[src/rtl/alu_pkg.sv]
// alu_pkg: alu_op code space shared by the ALU control decoder and the execute stage.
package alu_pkg;
  typedef enum logic [3:0] {
    ALU_AND  = 4'b0000,
    ALU_OR   = 4'b0001,
    ALU_ADD  = 4'b0010,
    ALU_SUB  = 4'b0110,
    ALU_BEQ  = 4'b1000,
    ALU_BNE  = 4'b1001,
    ALU_BLT  = 4'b1010,
    ALU_BGE  = 4'b1011,
    ALU_BLTU = 4'b1100,
    ALU_BGEU = 4'b1101
  } alu_op_e;

  function automatic logic is_branch(input logic [3:0] op);
    return op inside {ALU_BEQ, ALU_BNE, ALU_BLT, ALU_BGE, ALU_BLTU, ALU_BGEU};
  endfunction
endpackage

[src/rtl/alu_core.sv]
// alu_core: combinational ALU and branch comparator; undefined codes flag illegal and yield zero.
module alu_core
  import alu_pkg::*;
#(
  parameter int XLEN = 32
) (
  input  logic [3:0]      alu_op,
  input  logic [XLEN-1:0] op_a,
  input  logic [XLEN-1:0] op_b,
  output logic [XLEN-1:0] result,
  output logic            branch_taken,
  output logic            illegal
);
  always_comb begin
    result       = '0;
    branch_taken = 1'b0;
    illegal      = 1'b0;
    case (alu_op)
      ALU_AND:  result = op_a & op_b;
      ALU_OR:   result = op_a | op_b;
      ALU_ADD:  result = op_a + op_b;
      ALU_SUB:  result = op_a - op_b;
      ALU_BEQ:  branch_taken = op_a == op_b;
      ALU_BNE:  branch_taken = op_a != op_b;
      ALU_BLT:  branch_taken = $signed(op_a) < $signed(op_b);
      ALU_BGE:  branch_taken = $signed(op_a) >= $signed(op_b);
      ALU_BLTU: branch_taken = op_a < op_b;
      ALU_BGEU: branch_taken = op_a >= op_b;
      default:  illegal = 1'b1;
    endcase
  end
endmodule

[src/rtl/alu_execute_stage.sv]
// alu_execute_stage: registered execute stage with valid/ready output register and sync flush.
module alu_execute_stage
  import alu_pkg::*;
#(
  parameter int XLEN  = 32,
  parameter int TAG_W = 5
) (
  input  logic             clk,
  input  logic             rst_n,
  input  logic             in_valid,
  output logic             in_ready,
  input  logic [3:0]       alu_op,
  input  logic [XLEN-1:0]  op_a,
  input  logic [XLEN-1:0]  op_b,
  input  logic [TAG_W-1:0] in_tag,
  input  logic             in_wr,
  input  logic             flush,
  output logic             out_valid,
  input  logic             out_ready,
  output logic [XLEN-1:0]  result,
  output logic             branch_taken,
  output logic             zero,
  output logic             illegal,
  output logic [TAG_W-1:0] out_tag,
  output logic             out_wr
);
  logic [XLEN-1:0]  core_res, result_q, result_d;
  logic [TAG_W-1:0] tag_q, tag_d;
  logic             core_taken, core_ill, accept;
  logic             valid_q, valid_d, taken_q, taken_d, ill_q, ill_d, wr_q, wr_d;

  alu_core #(.XLEN(XLEN)) u_core (
    .alu_op       (alu_op),
    .op_a         (op_a),
    .op_b         (op_b),
    .result       (core_res),
    .branch_taken (core_taken),
    .illegal      (core_ill)
  );

  assign in_ready = !valid_q || out_ready;
  assign accept   = in_valid && in_ready && !flush;

  // Flush only kills validity and the write enable; data fields may stay stale.
  always_comb begin
    valid_d  = flush ? 1'b0 : accept ? 1'b1 : out_ready ? 1'b0 : valid_q;
    result_d = accept ? core_res : result_q;
    taken_d  = accept ? core_taken : taken_q;
    ill_d    = accept ? core_ill : ill_q;
    tag_d    = accept ? in_tag : tag_q;
    wr_d     = flush ? 1'b0 : accept ? in_wr && !core_ill && !is_branch(alu_op) : wr_q;
  end

  always_ff @(posedge clk or negedge rst_n) begin
    if (!rst_n) begin
      valid_q  <= 1'b0;
      result_q <= '0;
      taken_q  <= 1'b0;
      ill_q    <= 1'b0;
      tag_q    <= '0;
      wr_q     <= 1'b0;
    end else begin
      valid_q  <= valid_d;
      result_q <= result_d;
      taken_q  <= taken_d;
      ill_q    <= ill_d;
      tag_q    <= tag_d;
      wr_q     <= wr_d;
    end
  end

  assign out_valid    = valid_q;
  assign result       = result_q;
  assign branch_taken = taken_q;
  assign zero         = result_q == '0;
  assign illegal      = ill_q;
  assign out_tag      = tag_q;
  assign out_wr       = wr_q;
endmodule

[config.mk]
export PLATFORM = sky130hd
export DESIGN_NAME = alu_execute_stage
export DESIGN_NICKNAME = d
export VERILOG_FILES = /design/src/rtl/alu_pkg.sv /design/src/rtl/alu_core.sv /design/src/rtl/alu_execute_stage.sv
export SDC_FILE = /design/constraint.sdc
export NUM_CORES = 1
export LEC_CHECK = 0
export CAP_MARGIN = 20
export CORE_MARGIN = 2
export CORE_UTILIZATION = 58
export CTS_CLUSTER_SIZE = 30
export DETAILED_ROUTE_END_ITERATION = 6
export HOLD_SLACK_MARGIN = 0.1
export PLACE_DENSITY = 0.88
export SETUP_SLACK_MARGIN = 0.15
export SYNTH_ARGS = -nofsm -noshare
export SYNTH_HDL_FRONTEND = slang
export SYNTH_HIERARCHICAL = 1
export SYNTH_SLANG_ARGS = --single-unit
[constraint.sdc]
create_clock -name clk -period 2.1 [get_ports clk]
set_clock_uncertainty 0.05 [all_clocks]
set_input_delay 0.21 -clock clk [delete_from_list [all_inputs] [get_ports clk]]
set_output_delay 0.21 -clock clk [all_outputs]
set_load 0.01 [all_outputs]
==> results of run 1 <==
[synthesized netlist by cell type, types with 3 or more instances]
cell type / number
o21a_1: 4
o221ai_1: 27
ha_1: 96
o21bai_1: 8
nor2_1: 52
o31ai_1: 17
mux2_4: 10
inv_2: 6
a211oi_1: 6
nand4_1: 8
o41ai_1: 4
xor2_1: 3
a2111oi_0: 5
a211o_1: 3
nand3_1: 19
dfrtp_1: 41
a21o_1: 7
a31oi_1: 10
mux2_2: 30
o21ai_0: 38
nor4_1: 19
clkbuf_1: 36
nor3_1: 16
o31a_1: 3
o21ai_1: 5
inv_1: 93
a22oi_1: 4
or3_1: 6
nor2b_1: 8
a311oi_1: 3
mux2i_1: 7
xnor2_1: 24
a21oi_1: 74
nand2_1: 61
nand2b_1: 7
buf_2: 3
[kinds of logic after synthesis]
group	after synthesis	synth area share [%]
buffers and inverters	144	9.10
DFF	41	16.2
AOI/OAI and AO/OA	249	26.5
xor gates and xnor gates	27	3.74
adders and majority gates	98	19.6
and+or+nand+nor	209	16.0
muxes	47	8.82
[through the flow]
| step | utilization (%) | area (um^2) | hold WS (ns) | cells |
|---|---|---|---|---|
| after detailed placement | 92.6 | 9950 | 0.297 | 1285 |
| after global placement | 92.6 | 9950 | 0.279 | 1285 |
| after floorplan | - | 6910 | -0.136 | 815 |
==> flow_metrics.py, run 1 <==
metrics = {
    "floorplan": {
        "rows": 38,
        "die_h_um": 108,
        "ios": 122,
        "start_util_pct": 58.8,
        "die_w_um": 108,
    },
    "place": {
        "dpl_worst_slack_ns": -1.55,
        "place_congestion": 1.13,
        "place_hpwl_um": 21500,
        "io_buffers": 121,
    },
    "yosys": {
        "avgSynthCellArea_um2": 7.76,
        "synth_area_leaders": "ha_1, dfrtp_1, a21oi_1, inv_1, mux2_2",
        "ys_warn_count": 6,
        "synth_edf_count": 0,
        "synthesis.nets": 992,
        "synth_area_mm2": 0.00632,
        "synthFlopType": "dfrtp_1",
        "yosysTopAreaCellShare_pct": 19.0,
        "ys_seq_area_share_pct": 16.2,
        "ys_async_sr_fraction_pct": 100,
        "ys_seq_elements": 41,
        "yosysTopAreaCell": "ha_1",
        "syn-instance-count": 815,
        "synthDistinctLibCells": 73,
    },
    "clocking": {
        "postCtsHoldBufs": 1,
        "h-tree-depth": 2,
        "ctsRootBufferMaster": "clkbuf_8",
        "cts_buffer_depth": 2,
        "cts_sinks": 41,
        "ctsResizeCount": 381,
        "cts_buffers": 5,
        "postCtsSetupBuffers": 50,
    },
    "run_status": {
        "lastStage": "clock tree synthesis",
        "status": "aborted with a tool error",
        "stop_error": "[ERROR DPL-0038] Utilization greater than 100%, impossible to legalize",
    },
}
==> inputs of run 2 (changes only) <==
--- a/config.mk
+++ b/config.mk
@@ -7,12 +7,9 @@
 export LEC_CHECK = 0
 export CAP_MARGIN = 20
 export CORE_MARGIN = 2
-export CORE_UTILIZATION = 58
-export CTS_CLUSTER_SIZE = 30
+export CORE_UTILIZATION = 40
 export DETAILED_ROUTE_END_ITERATION = 6
-export HOLD_SLACK_MARGIN = 0.1
-export PLACE_DENSITY = 0.88
-export SETUP_SLACK_MARGIN = 0.15
+export PLACE_DENSITY_LB_ADDON = 0.15
 export SYNTH_ARGS = -nofsm -noshare
 export SYNTH_HDL_FRONTEND = slang
 export SYNTH_HIERARCHICAL = 1
==> run 2 against run 1 <==
Against the previous run: the flow now finishes, with violations (negative setup slack); synthesized area did not move; synthesized cell count unchanged.
==> flow_metrics.py, run 2 <==
metrics = {
    "yosys": {
        "synth_area_mm2": 0.00632,
        "yosysTopAreaCellShare_pct": 19.0,
        "ys_async_sr_fraction_pct": 100,
        "yosysTopAreaCell": "ha_1",
        "yosysMostFrequentCell": "ha_1",
        "ys_seq_area_share_pct": 16.2,
        "yosys-top-cells-count": "ha_1, inv_1, a21oi_1",
        "ys_warn_count": 6,
        "syn-instance-count": 815,
        "synthFlopType": "dfrtp_1",
        "synth_area_leaders": "ha_1, dfrtp_1, a21oi_1, inv_1, mux2_2",
        "avgSynthCellArea_um2": 7.76,
        "ys_seq_elements": 41,
        "synthDistinctLibCells": 73,
        "synth_edf_count": 0,
        "synthesis.nets": 992,
    },
    "power": {
        "power.total_w": 0.00535,
        "switching_share_pct": 38.5,
        "cellPowerDensity_mw_per_mm2": 438,
        "p_leak_nw": 5.45,
        "pwr-share-seq_pct": 18.4,
        "intPower_w": 0.00329,
        "power_frac_comb_pct": 63.5,
        "p_switching_w": 0.00206,
        "clkPwrFrac_pct": 18.1,
        "vdd_drop_max_v": 0.000327,
    },
    "sta": {
        "worst_slack_ns": -0.770,
        "timing.slew.headroom_pct": 45.1,
        "hold_violations": 0,
        "max_freq_ghz": 0.348,
        "finalCritPeriodShare_pct": 137,
        "layout_min_cycle_time_ns": 2.87,
        "setup_viol": 27,
        "slew_violations": 0,
        "rsz0062_at_grt": "true",
        "worst_slew_pin_slew_ns": 0.802,
    },
    "floorplan": {
        "die_w_um": 130,
        "start_util_pct": 41.3,
        "rows": 45,
        "ios": 122,
        "die_h_um": 130,
        "dieArea_mm2": 0.0168,
        "core_area_mm2": 0.0153,
    },
    "grt": {
        "grt_pass1_wl_um": 40500,
        "grt_max_degree": 48,
        "grt_pass1_vias": 8195,
        "grtUsageTotal_pct": 30.3,
        "grt_remaining_overflow": 0,
        "antenna_found_initial": 0,
    },
    "clocking": {
        "clock_latency_ns": 0.31,
        "cts_sinks": 41,
        "h-tree-depth": 2,
        "path_clk_slew_ns": 0.06,
        "cts_tree": "done",
        "ctsRootBufferMaster": "clkbuf_16",
        "cts_buffer_depth": 2,
        "cts_buffers": 5,
    },
    "finish": {
        "final_common_cell": "buf_4",
        "fin_util_pct": 79.6,
        "nNetsFinal": 1411,
        "drive_above_1_share_pct": 54.5,
        "nFillCells": 972,
        "most-common-layout-cells": "buf_4, clkdlybuf4s50_1, nand2_1, ha_1, inv_2",
        "multiInputGateArea_mm2": 0.00641,
        "area_growth_syn_to_layout_pct": 92.9,
        "regArea_mm2": 0.00103,
        "largest_register_ffs": 32,
        "n_antenna_cell": 0,
    },
    "critical_path": {
        "crit_arrival_ns": 3.01,
        "path_max_fanout": 4,
        "cp.required_ns": 2.24,
        "path_cells": "buf_8 -> buf_6 -> fa_2 -> a21oi_4 -> o22ai_4 -> o31ai_4 -> o21ai_2 -> a221oi_4 -> buf_6 -> a2111oi_4 -> a31oi_2 -> xnor2_2 -> o221ai_2 -> mux2_4",
        "end_kind": "register",
        "cp-start-kind": "input pin",
        "crit_path_top_delay_cell": "fa_2",
        "cpMostUsedCell": "buf_6",
        "path_class": "in2reg",
        "cpPeakStageDelay_ns": 0.41,
    },
    "route": {
        "drt-initial-drc-count": 606,
        "via_per_inst": 5.67,
        "drt_pass1_iterations": 5,
        "drtAntennaViolNets": 0,
        "vias": 8194,
        "wl_per_cell_um": 19.0,
        "drc_errors": 0,
        "wirelength_um": 27500,
    },
    "worst_hold_path": {
        "hold_class": "in2async",
    },
    "place": {
        "place_congestion": 0.967,
        "io_buffers": 121,
        "dpl_worst_slack_ns": -1.64,
        "place_hpwl_um": 18000,
    },
    "run_status": {
        "status": "finished, violations left",
        "violations": "negative setup slack",
    },
    "run": {
        "maxCapViolCount": 0,
    },
}
[run 2: cell counts after synthesis]
No cell type changed its count.
[run 2: timing repair]
item                                    CTS  global route
hold endpoints to repair                  9             0
gates cloned                              0             0
resized for setup                       326           135
endpoints found under the setup margin   32            29
setup buffers                            50            21
pin swaps                               110            93
hold buffers                              1             0
[run 2: path summary, 6_finish.rpt]
path | from | to | slack, ns | cells after the start
hold / removal | rst_n | result[24] | 0.27 | 2
hold reg to reg | out_tag[0] | out_tag[0] | 0.46 | 1
setup / recovery | op_a[1] | result[24] | -0.77 | 14
max in group asynchronous | rst_n | result[28] | 1.18 | 3
setup reg to reg | out_valid | result[12] | 0.59 | 4
min in group clk | op_b[5] | result[5] | 0.45 | 5
[run 2: cell type report]
type | instances | area share, %
tap | 211 | 2.16
multi-input combinational | 630 | 52.5
timing repair buffer | 457 | 31.9
clock inverter | 2 | 0.308
sequential | 41 | 8.41
clock buffer | 6 | 1.14
inverter | 99 | 3.56
[run 2: metal layers]
layer / vias up / routed length (um) / global-route usage (%)
li1: 3786 / - / -
met1: 3958 / 11100 / 37.2
met2: 359 / 13800 / 54.3
met3: 91 / 1540 / 4.10
met4: 0 / 1040 / 11.1
met5: - / 0 / 0
[run 2: critical path: cells and delay by family]
kind	cells	cell delay (ns)
xor gates and xnor gates	1	0.16
adders and majority gates	1	0.41
buffers and inverters	3	0.39
muxes	1	0.27
AOI/OAI and AO/OA	8	1.55
[run 2: cell families (layout without fill, tap and decap cells)]
group           count (synthesis)  in the layout  synth area share [%]
compound gates                249            249                  26.5
mux                            47             47                  8.82
simple gates                  209            209                  16.0
fa+ha+maj                      98             98                  19.6
flops                          41             41                  16.2
xor+xnor                       27             27                  3.74
buf+inv                       144            564                  9.10
[run 2: power by group through the flow]
stage	logic, W	registers (W)	clock network (W)
3_3_place_gp	0.00259	0.000981	0
6_report	0.00340	0.000983	0.000967
5_1_grt	0.00360	0.000994	0.00100
4_1_cts	0.00304	0.000975	0.000974
2_1_floorplan	0.00125	0.00103	0
3_5_place_dp	0.00260	0.000984	0
[run 2: through the flow]
stage	cells	TNS, ns	hold slack, ns	cell area, um^2
detailed placement	1370	-36.95	0.0494	10100
global placement	1370	-36.00	0.0474	10100
floorplan	815	-9.52	-0.136	6850
CTS	1429	-12.58	0.263	11500
global route	1446	-16.28	0.300	12200
finish	1446	-13.88	0.267	12200
Note: power is estimated with default switching activity, not from simulation.
==> inputs of run 3 (changes only) <==
==> constraint.sdc (replaced) <==
create_clock -name clk -period 3.7 [get_ports clk]
set_clock_uncertainty 0.05 [all_clocks]
set_input_delay 0.37 -clock clk [delete_from_list [all_inputs] [get_ports clk]]
set_output_delay 0.37 -clock clk [all_outputs]
set_load 0.01 [all_outputs]
==> run 3 against run 2 <==
Against the previous run: the run now ends clean; combinational power decreased by 63%; cell count decreased by 14%; total power decreased by 58%; critical endpoint is now result[19]; largest power group unchanged; highest routed layer unchanged.
==> flow_metrics.py, run 3 (synthesized netlist as in run 2, its figures left out) <==
metrics = {
    "run_status": {
        "status": "completed",
    },
    "critical_path": {
        "cp_top_family": "compound AO/OA/AOI/OAI gates",
        "critPathLaunch": "op_b[5]",
        "end_kind": "register",
        "cpPeakStageDelay_ns": 0.48,
        "crit_path_top_delay_cell": "clkdlybuf4s50_1",
        "path_buf_inv": 4,
        "crit_arrival_ns": 3.67,
        "path_max_fanout": 5,
        "path_class": "in2reg",
        "r2r_start": "out_valid",
        "path_cells": "clkdlybuf4s50_1 -> inv_1 -> ha_1 -> inv_2 -> buf_4 -> a211oi_2 -> a31oi_2 -> a311o_1 -> a211o_1 -> a21boi_1 -> a2bb2oi_1 -> xnor2_1 -> o221ai_1 -> mux2_2",
        "cp-start-kind": "input pin",
        "cp.required_ns": 3.84,
    },
    "clocking": {
        "ctsRootBufferMaster": "clkbuf_16",
        "postCtsHoldBufs": 0,
        "cts_buffers": 5,
        "ctsResizeCount": 0,
        "cts_sinks": 41,
        "path_clk_slew_ns": 0.07,
        "h-tree-depth": 2,
        "clock_latency_ns": 0.30,
        "cts_tree": "done",
        "postCtsSetupBuffers": 0,
        "cts_buffer_depth": 2,
    },
    "place": {
        "io_buffers": 121,
        "place_congestion": 0.935,
        "dpl_worst_slack_ns": -0.314,
        "dp_cells": 1232,
        "dpl_cell_area_mm2": 0.00857,
        "place_hpwl_um": 17100,
    },
    "sta": {
        "timing.slew.headroom_pct": 57.2,
        "slew_violations": 0,
        "finalCritPeriodShare_pct": 95.5,
        "worst_slew_pin_slew_ns": 0.636,
        "hold_violations": 0,
        "layout_min_cycle_time_ns": 3.53,
        "rsz0062_at_grt": "true",
        "worst_slack_ns": 0.168,
        "setup_viol": 0,
        "max_freq_ghz": 0.283,
    },
    "grt": {
        "grt_pass1_wl_um": 34200,
        "antenna_found_initial": 0,
        "grt_pass1_vias": 6820,
        "grt_max_degree": 43,
        "grt_remaining_overflow": 0,
        "grtUsageTotal_pct": 25.4,
    },
    "floorplan": {
        "core_area_mm2": 0.0153,
        "dieArea_mm2": 0.0168,
        "ios": 122,
        "die_h_um": 130,
        "rows": 45,
        "die_w_um": 130,
        "start_util_pct": 41.3,
    },
    "route": {
        "wl_per_cell_um": 17.1,
        "drtAntennaViolNets": 0,
        "drt_pass1_iterations": 5,
        "drt-initial-drc-count": 445,
        "wirelength_um": 21200,
        "via_per_inst": 5.52,
        "drc_errors": 0,
        "vias": 6830,
    },
    "worst_hold_path": {
        "hold_class": "in2async",
    },
    "power": {
        "p_leak_nw": 4.09,
        "vdd_drop_max_v": 0.000181,
        "cellPowerDensity_mw_per_mm2": 255,
    },
    "finish": {
        "nFillCells": 1489,
        "final_area_mm2": 0.00882,
        "stdcell_count": 1238,
        "n_antenna_cell": 0,
        "largest_register_ffs": 32,
        "most-common-layout-cells": "buf_4, clkdlybuf4s50_1, ha_1, inv_1, a21oi_1",
        "area_growth_syn_to_layout_pct": 39.4,
        "fin_util_pct": 57.6,
        "drive_above_1_share_pct": 20.8,
        "nNetsFinal": 1205,
        "final_common_cell": "buf_4",
    },
    "run": {
        "maxCapViolCount": 0,
    },
}
==> run 3: per-layer routing <==
| layer | up-vias | GRT usage (%) | wire, um |
|---|---|---|---|
| met5 | - | 0 | 0 |
| met4 | 0 | 7.91 | 520 |
| met3 | 43 | 2.30 | 844 |
| met2 | 209 | 44.2 | 10200 |
| met1 | 3229 | 33.4 | 9620 |
| li1 | 3349 | - | - |
==> run 3: layout make-up <==
type | count | area [um^2] | area share, %
Multi-Input combinational cell | 630 | 4850 | 55.0
Timing Repair Buffer | 251 | 2180 | 24.7
Sequential cell | 41 | 1030 | 11.6
Inverter | 99 | 372 | 4.21
Tap cell | 211 | 264 | 2.99
Clock buffer | 5 | 125 | 1.42
Clock inverter | 1 | 5.00 | 0.0568
==> run 3: power breakdown <==
| part | internal (W) | switching (W) |
|---|---|---|
| sequential | 0.000509 | 0.0000484 |
| combinational | 0.000628 | 0.000623 |
| clock | 0.000242 | 0.000200 |
==> run 3: final timing paths <==
| kind | endpoint | slack, ns | cells after the start |
|---|---|---|---|
| min | result[30] | 0.11 | 2 |
| max | result[19] | 0.17 | 14 |
| min reg2reg | illegal | 0.46 | 1 |
| max in group asynchronous | result[11] | 3.08 | 2 |
| min in group clk | illegal | 0.46 | 1 |
| max reg2reg | result[18] | 2.14 | 4 |
==> run 3: per-stage QoR <==
stage	total power [W]	TNS [ns]	hold WS [ns]
detailed placement	0.00178	-3.19	0.444
finish	0.00225	0	0.113
global placement	0.00178	-2.79	0.439
global route	0.00240	-0.0198	0.168
floorplan	0.00120	0	0.0244
CTS	0.00224	0	0.129
==> inputs of run 4 (changes only) <==
--- a/config.mk
+++ b/config.mk
@@ -10,6 +10,7 @@
 export CORE_UTILIZATION = 40
 export DETAILED_ROUTE_END_ITERATION = 6
 export PLACE_DENSITY_LB_ADDON = 0.15
+export SKIP_LAST_GASP = 1
 export SYNTH_ARGS = -nofsm -noshare
 export SYNTH_HDL_FRONTEND = slang
 export SYNTH_HIERARCHICAL = 1
==> run 4 against run 3 <==
Against the previous run: worst setup slack got worse by 0.025 ns; sequential share of layout area about the same; maximum frequency decreased by 0.70%; register-to-register slack about the same; via count increased by 0.31%; critical endpoint is now result[22]; largest power group unchanged; critical path depth increased by 1.
==> flow_metrics.py, run 4 (synthesized netlist as in run 2, its figures left out) <==
metrics = {
    "run_status": {
        "status": "completed",
    },
    "finish": {
        "nNetsFinal": 1205,
        "final_common_cell": "buf_4",
        "drive_above_1_share_pct": 20.7,
        "fin_util_pct": 57.5,
        "stdcell_count": 1238,
        "n_antenna_cell": 0,
        "nFillCells": 1489,
        "most-common-layout-cells": "buf_4, clkdlybuf4s50_1, ha_1, inv_1, a21oi_1",
        "area_growth_syn_to_layout_pct": 39.2,
        "largest_register_ffs": 32,
    },
    "route": {
        "wirelength_um": 21200,
        "via_per_inst": 5.53,
        "drt-initial-drc-count": 427,
        "drtAntennaViolNets": 0,
        "drt_pass1_iterations": 5,
        "vias": 6851,
        "wl_per_cell_um": 17.2,
        "drc_errors": 0,
    },
    "power": {
        "vdd_drop_max_v": 0.000181,
        "clkPwrFrac_pct": 19.6,
        "p_leak_nw": 4.09,
        "p_switching_w": 0.000868,
        "switching_share_pct": 38.7,
        "cellPowerDensity_mw_per_mm2": 255,
        "intPower_w": 0.00138,
        "power_frac_comb_pct": 55.6,
        "pwr-share-seq_pct": 24.8,
    },
    "clocking": {
        "cts_buffer_depth": 2,
        "cts_sinks": 41,
        "cts_tree": "done",
        "ctsRootBufferMaster": "clkbuf_16",
        "clock_latency_ns": 0.30,
        "postCtsSetupBuffers": 0,
        "path_clk_slew_ns": 0.07,
        "h-tree-depth": 2,
        "ctsResizeCount": 0,
        "postCtsHoldBufs": 0,
        "cts_buffers": 5,
    },
    "grt": {
        "grt_remaining_overflow": 0,
        "antenna_found_initial": 0,
        "grt_max_degree": 43,
        "grt_pass1_wl_um": 34200,
        "grtUsageTotal_pct": 25.4,
        "grt_pass1_vias": 6820,
    },
    "sta": {
        "whs_ns": 0.113,
        "timing.slew.headroom_pct": 55.7,
        "setup_viol": 0,
        "layout_min_cycle_time_ns": 3.56,
        "worst_slew_pin_slew_ns": 0.658,
        "rsz0062_at_grt": "true",
        "hold_violations": 0,
        "finalCritPeriodShare_pct": 96.1,
        "worst_slack_ns": 0.143,
        "fin_tns_setup_ns": 0,
        "slew_violations": 0,
        "max_freq_ghz": 0.281,
    },
    "critical_path": {
        "path_class": "in2reg",
        "cp-start-kind": "input pin",
        "end_kind": "register",
        "reg2reg_depth": 4,
        "cp.required_ns": 3.83,
        "path_max_fanout": 6,
        "crit_arrival_ns": 3.69,
    },
    "floorplan": {
        "core_area_mm2": 0.0153,
        "ios": 122,
        "dieArea_mm2": 0.0168,
        "die_w_um": 130,
        "rows": 45,
        "die_h_um": 130,
        "start_util_pct": 41.3,
    },
    "place": {
        "place_hpwl_um": 17100,
        "dpl_worst_slack_ns": -0.314,
        "io_buffers": 121,
        "place_congestion": 0.935,
        "dp_cells": 1232,
    },
    "run": {
        "maxCapViolCount": 0,
    },
    "worst_hold_path": {
        "hold_class": "in2async",
    },
}
==> run 4: layout make-up <==
type | instances | area (um^2) | share of cell area (%)
Clock buffer | 5 | 125 | 1.42
Clock inverter | 1 | 5.00 | 0.0569
Inverter | 99 | 372 | 4.22
Multi-Input combinational cell | 630 | 4830 | 54.9
Sequential cell | 41 | 1030 | 11.7
Tap cell | 211 | 264 | 3.00
Timing Repair Buffer | 251 | 2180 | 24.8
==> run 4: power by group through the flow <==
stage               clock, W  combinational [W]  sequential (W)
floorplan                  0           0.000615        0.000583
global placement           0            0.00121        0.000565
detailed placement         0            0.00122        0.000567
CTS                 0.000453            0.00122        0.000559
global route        0.000469            0.00136        0.000567
finish              0.000440            0.00125        0.000557
==> run 4: through the flow <==
stage / instance area [um^2] / power, W
after floorplan: 6320 / 0.00120
after global placement: 8570 / 0.00178
after detailed placement: 8570 / 0.00178
after CTS: 8700 / 0.00224
after global routing: 8800 / 0.00239
final: 8800 / 0.00224
==> run 4: metal layers <==
layer	share of wire (%)	vias up	global-route usage (%)
li1	-	3351	-
met1	46	3263	33.4
met2	48	193	44.2
met3	3.5	44	2.30
met4	2.6	0	7.91
met5	0	-	0
==> run 4: worst max-delay path, stage by stage <==
cell and delay (ns):
clkdlybuf4s50_1 0.48, inv_1 0.06, ha_1 0.42, buf_4 0.16, nand3_1 0.06, o22ai_1 0.24
o31ai_2 0.12, buf_4 0.16, o31ai_2 0.29, or3b_2 0.47, nand3_1 0.09, o21ai_0 0.15
xnor2_1 0.20, o221ai_1 0.13, mux2_2 0.27
==> run 4: worst paths after layout <==
check                           from         end  slack, ns
max reg2reg                out_valid  result[18]       2.14
min in group clk             illegal     illegal       0.46
max                          op_b[4]  result[22]       0.14
max in group asynchronous      rst_n  result[11]       3.07
min reg2reg                  illegal     illegal       0.46
min                            rst_n  result[30]       0.11
